[src/rtl/sw_alloc_2to1_pkg.sv]
// Shared flit-format definitions and helpers for the 2:1 switch allocator.
package sw_alloc_2to1_pkg;

    localparam int DATAW_P1 = 34;
    localparam int PORT_P1  = 2;
    localparam int TYPE_LSB = 32;
    localparam int TYPE_W   = 2;

    typedef enum logic [TYPE_W-1:0] {
        TYPE_NONE = 2'd0,
        TYPE_HEAD = 2'd1,
        TYPE_DATA = 2'd2,
        TYPE_TAIL = 2'd3
    } flit_type_e;

    // A valid flit that cannot start a packet
    function automatic logic is_stray(input logic valid, input flit_type_e ftype);
        return valid && (ftype != TYPE_HEAD) && (ftype != TYPE_NONE);
    endfunction

endpackage

[src/rtl/sw_alloc_2to1_if.sv]
// Input-port, downstream-ready and grant/select signals of one router output port.
interface sw_alloc_2to1_if;
    import sw_alloc_2to1_pkg::*;

    logic [DATAW_P1-1:0] idata_0;
    logic                ivalid_0;
    logic [DATAW_P1-1:0] idata_1;
    logic                ivalid_1;
    logic                oready;
    logic [PORT_P1-1:0]  sel;
    logic                grant_0;
    logic                grant_1;
    logic                err_timeout;
    logic                err_proto;

    modport master (
        output idata_0, ivalid_0, idata_1, ivalid_1, oready,
        input  sel, grant_0, grant_1, err_timeout, err_proto
    );

    modport slave (
        input  idata_0, ivalid_0, idata_1, ivalid_1, oready,
        output sel, grant_0, grant_1, err_timeout, err_proto
    );

endinterface

[src/rtl/sw_alloc_2to1_rr_pick2.sv]
// Combinational 2-way round-robin pick: on a tie the port that was not served last wins.
module rr_pick2 (
    input  logic [1:0] cand,
    input  logic       last,
    output logic       win,
    output logic       any
);

    assign any = |cand;
    assign win = (&cand) ? ~last : cand[1];

endmodule

[src/rtl/sw_alloc_2to1.sv]
// Packet-level switch allocator for a 2:1 output mux: locks one packet head-to-tail,
// round-robin between packets, stalls on backpressure, watchdog on starved locks.
module sw_alloc_2to1
    import sw_alloc_2to1_pkg::*;
#(
    parameter int TIMEOUT = 64,
    parameter int CNTW    = 7
) (
    input logic             clk,
    input logic             rst_,
    sw_alloc_2to1_if.slave  bus
);

    typedef enum logic [1:0] {
        IDLE  = 2'd0,
        LOCK0 = 2'd1,
        LOCK1 = 2'd2
    } state_e;

    localparam logic [CNTW-1:0] CNT_MAX = CNTW'(TIMEOUT);

    state_e             state_q, state_d;
    logic               last_q, last_d;
    logic [CNTW-1:0]    cnt_q, cnt_d;
    logic               err_to_q;
    logic [PORT_P1-1:0] sel_q;

    flit_type_e type_0, type_1, ltype;
    logic [1:0] cand;
    logic       win, any;
    logic       lock_port, lvalid, xfer;
    logic       g0, g1, proto;
    logic       unused_payload;

    assign type_0 = flit_type_e'(bus.idata_0[TYPE_LSB +: TYPE_W]);
    assign type_1 = flit_type_e'(bus.idata_1[TYPE_LSB +: TYPE_W]);
    assign unused_payload = ^{bus.idata_0[TYPE_LSB-1:0], bus.idata_1[TYPE_LSB-1:0]};

    assign cand = {bus.ivalid_1 && (type_1 == TYPE_HEAD),
                   bus.ivalid_0 && (type_0 == TYPE_HEAD)};

    rr_pick2 u_pick (
        .cand (cand),
        .last (last_q),
        .win  (win),
        .any  (any)
    );

    assign lock_port = (state_q == LOCK1);
    assign lvalid    = lock_port ? bus.ivalid_1 : bus.ivalid_0;
    assign ltype     = lock_port ? type_1 : type_0;

    always_comb begin
        state_d = state_q;
        last_d  = last_q;
        cnt_d   = cnt_q;
        xfer    = 1'b0;
        g0      = 1'b0;
        g1      = 1'b0;
        proto   = 1'b0;
        case (state_q)
            IDLE: begin
                cnt_d = '0;
                proto = is_stray(bus.ivalid_0, type_0) || is_stray(bus.ivalid_1, type_1);
                if (any) state_d = win ? LOCK1 : LOCK0;
            end
            LOCK0, LOCK1: begin
                xfer = lvalid && bus.oready;
                g0   = xfer && !lock_port;
                g1   = xfer && lock_port;
                if (xfer) begin
                    cnt_d = '0;
                    if (ltype == TYPE_TAIL) begin
                        state_d = IDLE;
                        last_d  = lock_port;
                    end
                end else if (!lvalid && (cnt_q != CNT_MAX)) begin
                    cnt_d = cnt_q + 1'b1;
                end
            end
            default: state_d = IDLE;
        endcase
    end

    // sel is decoded from the next state so it lines up with the registered state
    always_ff @(posedge clk or negedge rst_) begin
        if (!rst_) begin
            state_q  <= IDLE;
            last_q   <= 1'b1;
            cnt_q    <= '0;
            err_to_q <= 1'b0;
            sel_q    <= '0;
        end else begin
            state_q  <= state_d;
            last_q   <= last_d;
            cnt_q    <= cnt_d;
            err_to_q <= err_to_q | (cnt_d == CNT_MAX);
            sel_q    <= {state_d == LOCK1, state_d == LOCK0};
        end
    end

    assign bus.sel         = sel_q;
    assign bus.grant_0     = g0;
    assign bus.grant_1     = g1;
    assign bus.err_timeout = err_to_q;
    assign bus.err_proto   = proto;

endmodule

[src/flat_wrapper.sv]
// flat-port wrapper written by rule: the top's interface ports become plain ports
module sw_alloc_2to1_flat import sw_alloc_2to1_pkg::*;
#(
    parameter int TIMEOUT = 64,
    parameter int CNTW    = 7
)
  (clk, rst_, bus_idata_0, bus_ivalid_0, bus_idata_1, bus_ivalid_1, bus_oready, bus_sel, bus_grant_0, bus_grant_1, bus_err_timeout, bus_err_proto);
  sw_alloc_2to1_if bus_i ();
  input logic clk;
  input logic rst_;
  input wire logic [$bits(bus_i.idata_0)-1:0] bus_idata_0;
  input wire logic [$bits(bus_i.ivalid_0)-1:0] bus_ivalid_0;
  input wire logic [$bits(bus_i.idata_1)-1:0] bus_idata_1;
  input wire logic [$bits(bus_i.ivalid_1)-1:0] bus_ivalid_1;
  input wire logic [$bits(bus_i.oready)-1:0] bus_oready;
  output wire logic [$bits(bus_i.sel)-1:0] bus_sel;
  output wire logic [$bits(bus_i.grant_0)-1:0] bus_grant_0;
  output wire logic [$bits(bus_i.grant_1)-1:0] bus_grant_1;
  output wire logic [$bits(bus_i.err_timeout)-1:0] bus_err_timeout;
  output wire logic [$bits(bus_i.err_proto)-1:0] bus_err_proto;
  assign bus_i.idata_0 = bus_idata_0;
  assign bus_i.ivalid_0 = bus_ivalid_0;
  assign bus_i.idata_1 = bus_idata_1;
  assign bus_i.ivalid_1 = bus_ivalid_1;
  assign bus_i.oready = bus_oready;
  assign bus_sel = bus_i.sel;
  assign bus_grant_0 = bus_i.grant_0;
  assign bus_grant_1 = bus_i.grant_1;
  assign bus_err_timeout = bus_i.err_timeout;
  assign bus_err_proto = bus_i.err_proto;
  sw_alloc_2to1 #(.TIMEOUT(TIMEOUT), .CNTW(CNTW)) u_core (.clk(clk), .rst_(rst_), .bus(bus_i));
endmodule
[config.mk]
export PLATFORM = sky130hd
export DESIGN_NAME = sw_alloc_2to1_flat
export DESIGN_NICKNAME = d
export VERILOG_FILES = /design/src/rtl/sw_alloc_2to1_pkg.sv /design/src/rtl/sw_alloc_2to1_if.sv /design/src/rtl/sw_alloc_2to1_rr_pick2.sv /design/src/rtl/sw_alloc_2to1.sv /design/src/flat_wrapper.sv
export SDC_FILE = /design/constraint.sdc
export NUM_CORES = 1
export LEC_CHECK = 0
export ABC_AREA = 1
export BUFFER_PORTS_ARGS = -buffer_cell sky130_fd_sc_hd__buf_2
export CAP_MARGIN = 10
export CORE_AREA = 4 4 57 59
export CTS_BUF_LIST = sky130_fd_sc_hd__clkbuf_2
export CTS_CLUSTER_DIAMETER = 120
export DETAILED_ROUTE_END_ITERATION = 12
export DIE_AREA = 0 0 61 63
export PLACE_DENSITY = 0.78
export SLEW_MARGIN = 20
export SYNTH_ARGS = -nofsm -noshare
export SYNTH_HDL_FRONTEND = slang
export SYNTH_SLANG_ARGS = --single-unit
export TNS_END_PERCENT = 50
[constraint.sdc]
create_clock -name clk -period 1.5 [get_ports clk]
set_clock_uncertainty 0.1 [all_clocks]
set_input_delay 0.3 -clock clk [delete_from_list [all_inputs] [get_ports clk]]
set_output_delay 0.3 -clock clk [all_outputs]
set_load 0.1 [all_outputs]
After elaboration in Yosys (flattened, before gate mapping)
Cells that the tools add are included.
Storage, ports and cells
  flip-flop bits (word level): 13
  bits of input ports: 73
  output and inout bits: 6
  logic and storage cells: 53
Cells by class
  add/subtract/negate cells: 1
  eq/ne operators: 11
  multiplexer cells: 14
  bitwise gates (word level): 2
  reduce and logical (&&, ||, !) cells: 20
Operators with widths (number)
  $mux W7: 2
  $pmux W7 S2: 1
  $logic_and A1 B1 Y1: 10
  $mux W2: 5
  $eq A2 B1 Y1 const B: 4
  $add A7 B1 Y7 const B: 1
  $eq A7 B7 Y1 const B: 1
  $ne A7 B7 Y1 const B: 1
  $eq A2 B2 Y1 const B: 3
  $mux W1: 5
  $ne A2 B1 Y1 const B: 2
  $pmux W2 S2: 1
  $reduce_bool A2 Y1: 2
  $reduce_or A2 Y1: 2
  $reduce_and A3 Y1: 1
  $logic_not A1 Y1: 2
  $logic_not A2 Y1: 1
  $reduce_and A2 Y1: 1
  $logic_or A1 B1 Y1: 1
  $not A1 Y1: 1
  $or A1 B1 Y1: 1

Depth between registers and ports, before layout
Gate-level depths: netlist of run 1.
  depth after elaboration: 9
  gate-level depth with buffers: 14
  mapped depth without buffers: 14

Modules after synthesis
From an unflattened synthesis of run 1, not the netlist that was laid out.
Unflattened totals
  cells, all modules: 135
  area total of the unflattened synthesis: 964.7 um^2
Modules (own cells, without submodules)
  sw_alloc_2to1: instances 1, cells an instance 132, area each 949.7 um^2, sequential area each 326.6 um^2
  rr_pick2: instances 1, cells an instance 3, area each 15.0 um^2, sequential area each 0.0 um^2

Worst setup path before layout of run 1
Ideal clock, no wire load.
  path kind: reg2out
  from: register u_core.state_q[0]
  to: output bus_err_proto
  arrival time: 2.836 ns
  required time: 1.100 ns
  setup slack: -1.736 ns
  stages on the path, launching flop included: 4
  buffers on the path: 0
  path through: dfrtp_1 -> inv_1 -> ha_1 -> a21boi_0
Between the ends
  word-level cells in the longest chain between the ends: 2
RTL lines
  start, declared: line sw_alloc_2to1.sv:22  | state_e state_q, state_d;
  start signal, assigned: line sw_alloc_2to1.sv:94  | state_q <= state_d;
  $logic_not A2 Y1: line sw_alloc_2to1.sv:61  | case (state_q)
  $mux W1: line sw_alloc_2to1.sv:61
  end, declared: line flat_wrapper.sv:20  | output wire logic [$bits(bus_i.err_proto)-1:0] bus_err_proto;
No other way between the ends.

Final worst setup path of run 1
  from: register u_core.state_q[1]
  to: output bus_grant_0
Between the ends
  word-level cells in the longest chain between the ends: 5
  elaborated cells between the ends (all ways): 8
RTL lines
  $eq A2 B2 Y1 (*): line sw_alloc_2to1.sv:49  | assign lock_port = (state_q == LOCK1);
  via u_core.lock_port: line sw_alloc_2to1.sv:31  | logic lock_port, lvalid, xfer;
  $mux W1: line sw_alloc_2to1.sv:50  | assign lvalid = lock_port ? bus.ivalid_1 : bus.ivalid_0;
  $logic_and A1 B1 Y1: line sw_alloc_2to1.sv:68  | xfer = lvalid && bus.oready;
  $logic_and A1 B1 Y1: line sw_alloc_2to1.sv:69  | g0 = xfer && !lock_port;
  $mux W1 (*): line sw_alloc_2to1.sv:61
  end, declared: line flat_wrapper.sv:17  | output wire logic [$bits(bus_i.grant_0)-1:0] bus_grant_0;
The timed path passes the listed nets; every way through them passes the cells marked *.

==> results.txt, run 1 <==
result of the run: finished, violations left
Tmin final: 1.928 ns
minimum setup slack among reg-to-reg paths: -0.36 ns
Top-Level Pins: 79
dominant synthesized flop cell: dfrtp_1
WS Path Type: register to output pin
ANT nets after route: 0
CP startpoint kind: register
number of endpoints with negative hold slack in the final report: 0
Layout Utilization: 56.42%
clk_lat worst skew: 0.27 ns
total track usage: 13.98%
total number of placement rows: 19
clock tree from TritonCTS: yes
most area-consuming cells after synthesis: dfrtp_1, nand2_1, inv_1, nand3_1, ha_1
1st-pass router iterations: 4
remaining global-route overflow: 0
clock tree root driver cell: clkbuf_2
worst-path cell with the longest stage delay: dfrtp_1
Worst Setup EP: bus_grant_0
kind of capture point of the worst setup path: output pin
Starting DRT DRC Count: 28
routability congestion estimate: 0.8238
failing checks: negative setup slack
Mapped Area: 952.2 um^2
slew margin rel.: 67.35%
cell occurring most often along the worst timing path: nand2_4
max_cap viols: 0
share of the cycle needed by the critical path after routing: 128.5%
register area share after synthesis: 34.30%
worst endpoint data arrival time: 1.53 ns
vias in the first global route: 980
Die Width: 61 um
Synth Area per Inst: 7.439 um^2
number of synthesized flops with an enable pin: 0
post-layout worst setup margin: -0.4278 ns
power density of the placed cells: 1663 nW/um^2
Max VDD drop: 1.629 mV
Routed WL per cell: 11.87 um
total power: 0.002542 W
cells along the critical path: ha_4 > inv_4 > nand2_4 > nand2_4 > nand2_4 > inv_4 > nand2_4 > nor2_4 > buf_12
Lkg Pwr: 0.8238 nW
unrepaired setup endpoints after global routing: true
average via count per standard cell: 4.680
number of standard cells after synthesis: 128
die outline height: 63 um
Yosys Warn Count: 0
Max H-tree Level: 1
Via Count: 964
worst setup path startpoint: u_core.state_q[1]$_DFF_PN0_
count of input and output buffers: 14
Clock transition at path regs: 0.12 ns
number of antenna violations at the first check in global routing: 0
largest area contributor in the synthesized netlist: dfrtp_1
stage delay of the slowest cell on the critical path: 0.44 ns
global-route wire length before repair: 4112 um
die footprint: 3843 um^2
kind of path behind the tightest hold check: input port to async pin
Setup Viol. Count Final: 15
largest buffer count on any clock path: 2
final-layout setup total negative slack: -3.292 ns
effective utilization at floorplan: 35.13%
slew of the pin with the lowest slew margin: 0.4932 ns
area of the core: 2710 um^2
Max FO, Critical Path: 3
CTS sink count: 13
CTS Buf Count: 3
number of nets in the final layout: 254
cell with the most instances after synthesis: nand2_1
count of distinct cell types in the synthesized netlist: 23
fraction of final layout cells with drive strength greater than 1: 52.00%
flop and latch count out of synthesis: 13
layout overhead on the synthesized area: 60.58%
number of diodes: 0
Fill cells: 238
Reg-to-Reg Start: u_core.state_q[0]$_DFF_PN0_
r2r endpoint: u_core.bus.err_timeout$_DFF_PN0_
detailed-placement wirelength estimate: 1648 um
largest net degree at the start of global routing: 14
fraction of registers with async set or reset after synthesis: 100.0%
synth cell count leaders: nand2_1, inv_1, nand3_1
Highest Clock Rate: 518.7 MHz
worst path required time: 1.10 ns
final slew viol count: 0
total DRC errors in the routed layout: 0
reg2reg path depth: 14
Post-Route WL: 2445 um
net count of the mapped netlist: 206
portion of synthesized cell area occupied by the leading cell type: 31.54%
[layout make-up]
class | instances | area (um^2) | area share, %
Timing Repair Buffer | 43 | 352.8 | 23.08
Clock buffer | 4 | 20.02 | 1.309
Sequential cell | 13 | 326.6 | 21.36
Multi-Input combinational cell | 88 | 684.4 | 44.76
Inverter | 27 | 106.4 | 6.956
Tap cell | 31 | 38.79 | 2.537
[kinds of logic (layout without fill, tap and decap cells)]
kind of cell | count (synthesis) | count (layout) | synth area share [%]
compound gates | 5 | 5 | 3.549
fa+ha+maj | 5 | 5 | 6.570
buf+inv | 28 | 74 | 11.43
flops | 13 | 13 | 34.30
simple gates | 77 | 78 | 44.15
[critical path, delay by kind of cell, from the launching register on]
family / cells / cell delay [ns]
flops: 1 / 0.44
simple gates: 5 / 0.32
buf+inv: 3 / 0.29
fa+ha+maj: 1 / 0.20
[worst min path at each step]
stage / to / slack (ns) / cells after the start
CTS: u_core.cnt_q[2]$_DFF_PN0_ / 0.32 / 2
finish: u_core.cnt_q[2]$_DFF_PN0_ / 0.33 / 2
floorplan: u_core.bus.err_timeout$_DFF_PN0_ / -0.1 / 0
global route: u_core.last_q$_DFFE_PN1P_ / 0.33 / 5
global placement: u_core.cnt_q[3]$_DFF_PN0_ / 0.10 / 1
detailed placement: u_core.cnt_q[2]$_DFF_PN0_ / 0.09 / 1
[metrics by stage]
stage / setup WS [ns] / hold slack [ns] / cells / cell area, um^2
3_3_place_gp: -0.2017 / 0.1011 / 194 / 1308
5_1_grt: -0.5266 / 0.3313 / 206 / 1529
4_1_cts: -0.4465 / 0.3185 / 206 / 1484
2_1_floorplan: -0.4506 / -0.09559 / 128 / 996.0
6_report: -0.4278 / 0.3251 / 206 / 1529
3_5_place_dp: -0.2309 / 0.09455 / 194 / 1308
[report_power, final]
part           internal, W  total (W)  leakage, nW  switching, W
Clock            0.0000707   0.000181       0.0166      0.000110
Sequential        0.000441   0.000485        0.168     0.0000433
Combinational     0.000778    0.00188        0.639       0.00110
[sequential cells by signal, indices dropped and copies added, names as in the netlist]
signal	count
u_core.bus.sel	2
u_core.bus.err_timeout	1
u_core.state_q	2
u_core.last_q	1
u_core.cnt_q	7
[routing by layer]
metal  wire length (um)  part of all wire [%]  vias up  GRT usage (%)
met4                 45                   1.8        0          6.504
li1                   -                     -      501              -
met3                125                   5.1        5          1.860
met2               1193                    49       22          20.32
met1               1081                    44      436          20.00
met5                  0                     0        -              0
[cells in the final DEF (no fill, tap or decap)]
master / synthesis / routed
inv_1: 23 / 21
buf_2: 0 / 10
nand3_1: 16 / 6
o211ai_1: 1 / 1
nand2_4: 4 / 7
a21boi_4: 0 / 1
ha_1: 5 / 3
clkbuf_2: 0 / 4
nor2_2: 1 / 2
dfstp_2: 1 / 1
nor2_1: 11 / 8
and2_4: 0 / 1
nor2_4: 0 / 3
nand3_2: 3 / 12
nand3b_1: 1 / 1
clkbuf_4: 0 / 1
ha_4: 0 / 2
a21oi_4: 0 / 1
buf_6: 0 / 4
nand2_8: 1 / 1
buf_12: 0 / 3
nor2_8: 1 / 1
nand4_1: 6 / 6
o21ai_1: 2 / 2
nor3_2: 0 / 1
dlygate4sd3_1: 0 / 1
dfrtp_1: 12 / 12
nand2_2: 2 / 5
inv_2: 4 / 4
buf_4: 1 / 24
nand2_1: 29 / 23
nand3_4: 0 / 1
inv_4: 0 / 2
[repair_timing]
action / CTS / global route
setup buffers: 7 / 3
setup endpoints to repair: 15 / 17
hold endpoints to repair: 12 / 0
gates cloned: 1 / 0
pin swaps: 17 / 9
hold buffers: 1 / 0
resized for setup: 21 / 12
Note: power is estimated with default switching activity, not from simulation.
==> run 2, diff against run 1 <==
- CORE_AREA: 4 4 57 59 -> 4 4 54 56
- DIE_AREA: 0 0 61 63 -> 0 0 58 60
- PLACE_DENSITY: 0.78 -> 0.83
- SETUP_SLACK_MARGIN: unset -> 0.05
- clock period: 1.5 -> 2 ns (I/O delays scaled with it)
==> results.txt, run 2 (synthesis gave the netlist of run 1 again) <==
Post-Route Hold Slack: 0.3755 ns (was 0.3251 ns)
kind of capture point of the worst setup path: output pin (unchanged)
unrepaired setup endpoints after global routing: true (unchanged)
number of endpoints with negative hold slack in the final report: 0 (unchanged)
post-layout worst setup margin: -0.1127 ns (was -0.4278 ns)
Via Count: 951 (was 964)
die footprint: 3480 um^2 (was 3843 um^2)
area of the core: 2432 um^2 (was 2710 um^2)
number of diodes: 0 (unchanged)
vias in the first global route: 887 (was 980)
Largest Register: u_core.cnt_q (unchanged)
slew of the pin with the lowest slew margin: 0.4893 ns (was 0.4932 ns)
Top-Level Pins: 79 (unchanged)
Max VDD drop: 1.042 mV (was 1.629 mV)
average via count per standard cell: 5.005 (was 4.680)
WS Path Type: register to output pin (unchanged)
Starting DRT DRC Count: 28 (unchanged)
worst endpoint data arrival time: 1.61 ns (was 1.53 ns)
number of antenna violations at the first check in global routing: 0 (unchanged)
total number of placement rows: 18 (was 19)
power density of the placed cells: 1293 nW/um^2 (was 1663 nW/um^2)
most frequent cells in the layout: nand2_1, inv_1, nand3_1 (was buf_4, nand2_1, inv_1)
fraction of final layout cells with drive strength greater than 1: 36.88% (was 52.00%)
cells along the critical path: ha_4 > clkinv_4 > nand2_4 > nand2_4 > nand2_4 > inv_4 > nand2_4 > nor2_4 > buf_12 (was ha_4 > inv_4 > nand2_4 > nand2_4 > nand2_4 > inv_4 > nand2_4 > nor2_4 > buf_12)
effective utilization at floorplan: 39.15% (was 35.13%)
global-route wire length before repair: 3739 um (was 4112 um)
share of the cycle needed by the critical path after routing: 105.6%
Fill cells: 201 (was 238)
CTS sink count: 13 (unchanged)
minimum setup slack among reg-to-reg paths: 0.02 ns (was -0.36 ns)
worst path required time: 1.50 ns (was 1.10 ns)
Die Width: 58 um (was 61 um)
number of nets in the final layout: 239 (was 254)
Max H-tree Level: 1 (unchanged)
Lkg Pwr: 0.7187 nW (was 0.8238 nW)
routability congestion estimate: 0.7821 (was 0.8238)
total track usage: 13.95% (was 13.98%)
total DRC errors in the routed layout: 0 (unchanged)
clock tree root driver cell: clkbuf_2 (unchanged)
worst-path cell with the longest stage delay: dfrtp_1 (unchanged)
kind of path behind the tightest hold check: input port to async pin (unchanged)
remaining global-route overflow: 0 (unchanged)
clk_lat worst skew: 0.30 ns (was 0.27 ns)
largest net degree at the start of global routing: 14 (unchanged)
clock tree from TritonCTS: yes (unchanged)
largest buffer count on any clock path: 2 (unchanged)
most common cell after layout, fill and taps aside: nand2_1 (was buf_4)
CP startpoint kind: register (unchanged)
max FFs per register: 7 (unchanged)
Clock transition at path regs: 0.15 ns (was 0.12 ns)
Highest Clock Rate: 473.3 MHz
cell occurring most often along the worst timing path: nand2_4 (unchanged)
Tmin final: 2.113 ns
final slew viol count: 0 (unchanged)
max_cap viols: 0 (unchanged)
slew margin rel.: 67.61% (was 67.35%)
die outline height: 60 um (was 63 um)
count of input and output buffers: 14 (unchanged)
final-layout setup total negative slack: -0.2249 ns (was -3.292 ns)
Post-Route WL: 2339 um (was 2445 um)
Max FO, Critical Path: 3 (unchanged)
failing checks: negative setup slack (unchanged)
layout overhead on the synthesized area: 37.58% (was 60.58%)
Setup Viol. Count Final: 3 (was 15)
stage delay of the slowest cell on the critical path: 0.45 ns (was 0.44 ns)
Routed WL per cell: 12.31 um (was 11.87 um)
CTS Buf Count: 3 (unchanged)
detailed-placement wirelength estimate: 1565 um (was 1648 um)
ANT nets after route: 0 (unchanged)
result of the run: finished, violations left (unchanged)
1st-pass router iterations: 4 (unchanged)
## run 2: cell count changes in the layout (fill, tap and decap cells not counted), sizes merged
cell,previous run,this run
nor2,14,13
inv,27,26
buf,41,28
clkinv,0,2
clkbuf,5,3
## run 2: path summary, 6_finish.rpt
| kind | start | end | depth (start not counted) |
|---|---|---|---|
| min | rst_ | u_core.cnt_q[6]$_DFF_PN0_ | 2 |
| max reg2reg | u_core.state_q[0]$_DFF_PN0_ | u_core.bus.err_timeout$_DFF_PN0_ | 15 |
| min in group clk | u_core.bus.err_timeout$_DFF_PN0_ | u_core.bus.err_timeout$_DFF_PN0_ | 2 |
| max in group asynchronous | rst_ | u_core.last_q$_DFFE_PN1P_ | 2 |
| max | u_core.state_q[1]$_DFF_PN0_ | bus_grant_0 | 9 |
| min reg2reg | u_core.bus.err_timeout$_DFF_PN0_ | u_core.bus.err_timeout$_DFF_PN0_ | 2 |
## run 2: final cells by class
type                            instances  area [um^2]  area share (%)
Clock inverter                          1        5.005          0.3820
Sequential cell                        13        326.6           24.93
Inverter                               27        108.9           8.309
Timing Repair Buffer                   29        234.0           17.86
Multi-Input combinational cell         87        583.1           44.51
Tap cell                               30        37.54           2.865
Clock buffer                            3        15.01           1.146
## run 2: repair_timing
action	in CTS	in global routing
pin swaps	4	4
gates resized for setup	4	4
setup endpoints to repair	3	4
hold endpoints to repair	12	0
hold buffers	1	0
setup buffers	6	7
## run 2: routing by layer
metal,wire length (um),share of wire [%],GRT usage (%),up-vias
met4,108,4.6,7.947,0
met3,129,5.5,2.376,12
li1,-,-,-,465
met2,1168,50,24.35,32
met5,0,0,0,-
met1,933,40,16.07,442
## run 2: worst max-delay path: cells and delay by family (launching register included)
family	cells	cell delay (ns)
buffers and inverters	3	0.30
and+or+nand+nor	5	0.34
DFF	1	0.45
adders and majority gates	1	0.21
## run 2: power breakdown
part | switching (W) | leakage (nW) | internal (W) | total (W)
registers | 0.0000431 | 0.168 | 0.000331 | 0.000374
logic | 0.000727 | 0.534 | 0.000452 | 0.00118
clock network | 0.0000953 | 0.0164 | 0.0000451 | 0.000140
## run 2: metrics by stage
step / power [W] / instances / worst slack [ns] / instance area [um^2] / util [%]
finish: 0.001694 / 190 / -0.1127 / 1310 / 53.86
floorplan: 0.001121 / 128 / -0.05109 / 996.0 / -
detailed placement: 0.001335 / 172 / 0.08205 / 1149 / 47.22
global route: 0.001790 / 190 / -0.1742 / 1310 / 53.86
global placement: 0.001302 / 172 / 0.1126 / 1149 / 47.22
CTS: 0.001558 / 183 / -0.09770 / 1241 / 51.03
==> run 3, diff against run 2 <==
- ABC_CLOCK_PERIOD_IN_PS: unset -> 2000
- PLACE_DENSITY: 0.83 -> 0.81
- SKIP_LAST_GASP: unset -> 1
==> results.txt, run 3 (synthesis gave the netlist of run 1 again) <==
number of nets in the final layout: 238 (was 239)
count of input and output buffers: 14 (unchanged)
clock tree from TritonCTS: yes (unchanged)
largest buffer count on any clock path: 2 (unchanged)
area of all sequential standard cells: 326.6 um^2 (unchanged)
total number of placement rows: 18 (unchanged)
Starting DRT DRC Count: 26 (was 28)
Largest Register: u_core.cnt_q (unchanged)
fraction of final layout cells with drive strength greater than 1: 36.48% (was 36.88%)
clock tree root driver cell: clkbuf_2 (unchanged)
total DRC errors in the routed layout: 0 (unchanged)
result of the run: finished, violations left (unchanged)
most common cell after layout, fill and taps aside: nand2_1 (unchanged)
internal power consumption: 0.0008148 W (was 0.0008285 W)
most frequent cells in the layout: nand2_1, inv_1, nand3_1 (unchanged)
Net Sw Power: 0.0008165 W (was 0.0008652 W)
number of endpoints with negative hold slack in the final report: 0 (unchanged)
slew margin rel.: 67.84% (was 67.61%)
Max FO, Critical Path: 3 (unchanged)
area of the core: 2432 um^2 (unchanged)
average via count per standard cell: 4.958 (was 5.005)
effective utilization at floorplan: 39.15% (unchanged)
1st-pass router iterations: 4 (unchanged)
vias in the first global route: 911 (was 887)
Setup Viol. Count Final: 2 (was 3)
grt met2 use: 25.65% (was 24.35%)
CP startpoint kind: register (unchanged)
Layout Utilization: 53.14% (was 53.86%)
max_cap viols: 0 (unchanged)
CTS Buf Count: 3 (unchanged)
unrepaired setup endpoints after global routing: true (unchanged)
GR peak layer: met2 (unchanged)
Routed WL per cell: 11.58 um (was 12.31 um)
clk_lat worst skew: 0.26 ns (was 0.30 ns)
max FFs per register: 7 (unchanged)
power density of the placed cells: 1262 nW/um^2 (was 1293 nW/um^2)
post-layout worst setup margin: -0.03263 ns (was -0.1127 ns)
CTS sink count: 13 (unchanged)
largest net degree at the start of global routing: 14 (unchanged)
total power: 0.001631 W (was 0.001694 W)
net switching share of the total power: 50.05% (was 51.08%)
worst endpoint data arrival time: 1.53 ns (was 1.61 ns)
WS Path Type: register to output pin (unchanged)
ANT nets after route: 0 (unchanged)
kind of path behind the tightest hold check: register to register (was input port to async pin)
part of the power in registers: 22.9% (was 22.1%)
Post-Route WL: 2188 um (was 2339 um)
layout overhead on the synthesized area: 35.74% (was 37.58%)
failing checks: negative setup slack (unchanged)
die outline height: 60 um (unchanged)
number of diodes: 0 (unchanged)
global-route wire length before repair: 3684 um (was 3739 um)
met1 track demand over resource: 14.53% (was 16.07%)
Tmin final: 2.033 ns (was 2.113 ns)
clock share of power: 8.2% (was 8.3%)
routability congestion estimate: 0.7574 (was 0.7821)
worst path required time: 1.50 ns (about the same)
Clock transition at path regs: 0.12 ns (was 0.15 ns)
Die Width: 58 um (unchanged)
Highest Clock Rate: 492.0 MHz (was 473.3 MHz)
kind of capture point of the worst setup path: output pin (unchanged)
portion of total power attributed to combinational logic: 68.9% (was 69.6%)
Top-Level Pins: 79 (unchanged)
met3 Track Usage GR: 2.592% (was 2.376%)
detailed-placement wirelength estimate: 1603 um (was 1565 um)
total track usage: 13.79% (was 13.95%)
Max VDD drop: 1.165 mV (was 1.042 mV)
slew of the pin with the lowest slew margin: 0.4858 ns (was 0.4893 ns)
multi-input combinational cell area: 575.6 um^2 (was 583.1 um^2)
die footprint: 3480 um^2 (unchanged)
Lkg Pwr: 0.7102 nW (was 0.7187 nW)
Via Count: 937 (was 951)
Fill cells: 229 (was 201)
share of the cycle needed by the critical path after routing: 101.6% (was 105.6%)
remaining global-route overflow: 0 (unchanged)
number of antenna violations at the first check in global routing: 0 (unchanged)
final slew viol count: 0 (unchanged)
Max H-tree Level: 1 (unchanged)
final-layout setup total negative slack: -0.05226 ns (was -0.2249 ns)
run 3: path summary, 6_finish.rpt:
path,start,to,slack [ns],cells past startpoint
max in group asynchronous,rst_,u_core.last_q$_DFFE_PN1P_,1.09,2
max reg2reg,u_core.state_q[0]$_DFF_PN0_,u_core.bus.err_timeout$_DFF_PN0_,0.08,15
min,u_core.bus.err_timeout$_DFF_PN0_,u_core.bus.err_timeout$_DFF_PN0_,0.38,2
max,u_core.state_q[1]$_DFF_PN0_,bus_grant_0,-0.03,9
min reg2reg,u_core.bus.err_timeout$_DFF_PN0_,u_core.bus.err_timeout$_DFF_PN0_,0.38,2
min in group asynchronous,rst_,u_core.cnt_q[2]$_DFF_PN0_,0.43,2
run 3: worst max-delay path, stage by stage (launching register included):
cell and delay [ns]:
dfrtp_1 0.44, ha_4 0.20, inv_4 0.06, nand2_4 0.05, nand2_4 0.06, nand2_4 0.05, inv_4 0.06, nand2_4 0.06
nor2_4 0.11, buf_12 0.18
run 3: power groups by stage:
stage                     clock network, W  registers (W)  logic (W)
final                             0.000134       0.000374    0.00112
after global placement                   0       0.000380   0.000924
after floorplan                          0       0.000504   0.000617
after global routing              0.000154       0.000383    0.00120
after detailed placement                 0       0.000382   0.000953
after CTS                         0.000141       0.000374    0.00109
run 3: through the flow:
stage | setup slack [ns] | std cells | hold slack, ns | area (um^2)
after floorplan | -0.05109 | 128 | 0.004409 | 996.0
after global placement | 0.1095 | 172 | 0.1952 | 1149
after detailed placement | 0.08833 | 172 | 0.2000 | 1149
after CTS | -0.05235 | 186 | 0.3846 | 1265
after global routing | -0.1210 | 189 | 0.4234 | 1292
final | -0.03263 | 189 | 0.3781 | 1292
run 3: repair_timing:
action | in CTS | in global routing
buffers inserted | 9 | 3
endpoints found under the hold margin | 12 | 0
pin swaps | 6 | 1
gates resized for setup | 4 | 1
gates cloned | 0 | 0
hold buffers | 1 | 0
setup endpoints to repair | 3 | 4
run 3: metal layers:
metal / vias up / routed length (um)
met1: 438 / 901
met5: - / 0
met2: 23 / 1134
met4: 0 / 57
li1: 466 / -
met3: 10 / 93
run 3: area by class of cell:
| class | instances | area share, % |
|---|---|---|
| Multi-Input combinational cell | 87 | 44.53 |
| Sequential cell | 13 | 25.27 |
| Timing Repair Buffer | 28 | 17.52 |
| Inverter | 27 | 8.228 |
| Tap cell | 30 | 2.904 |
| Clock buffer | 4 | 1.549 |
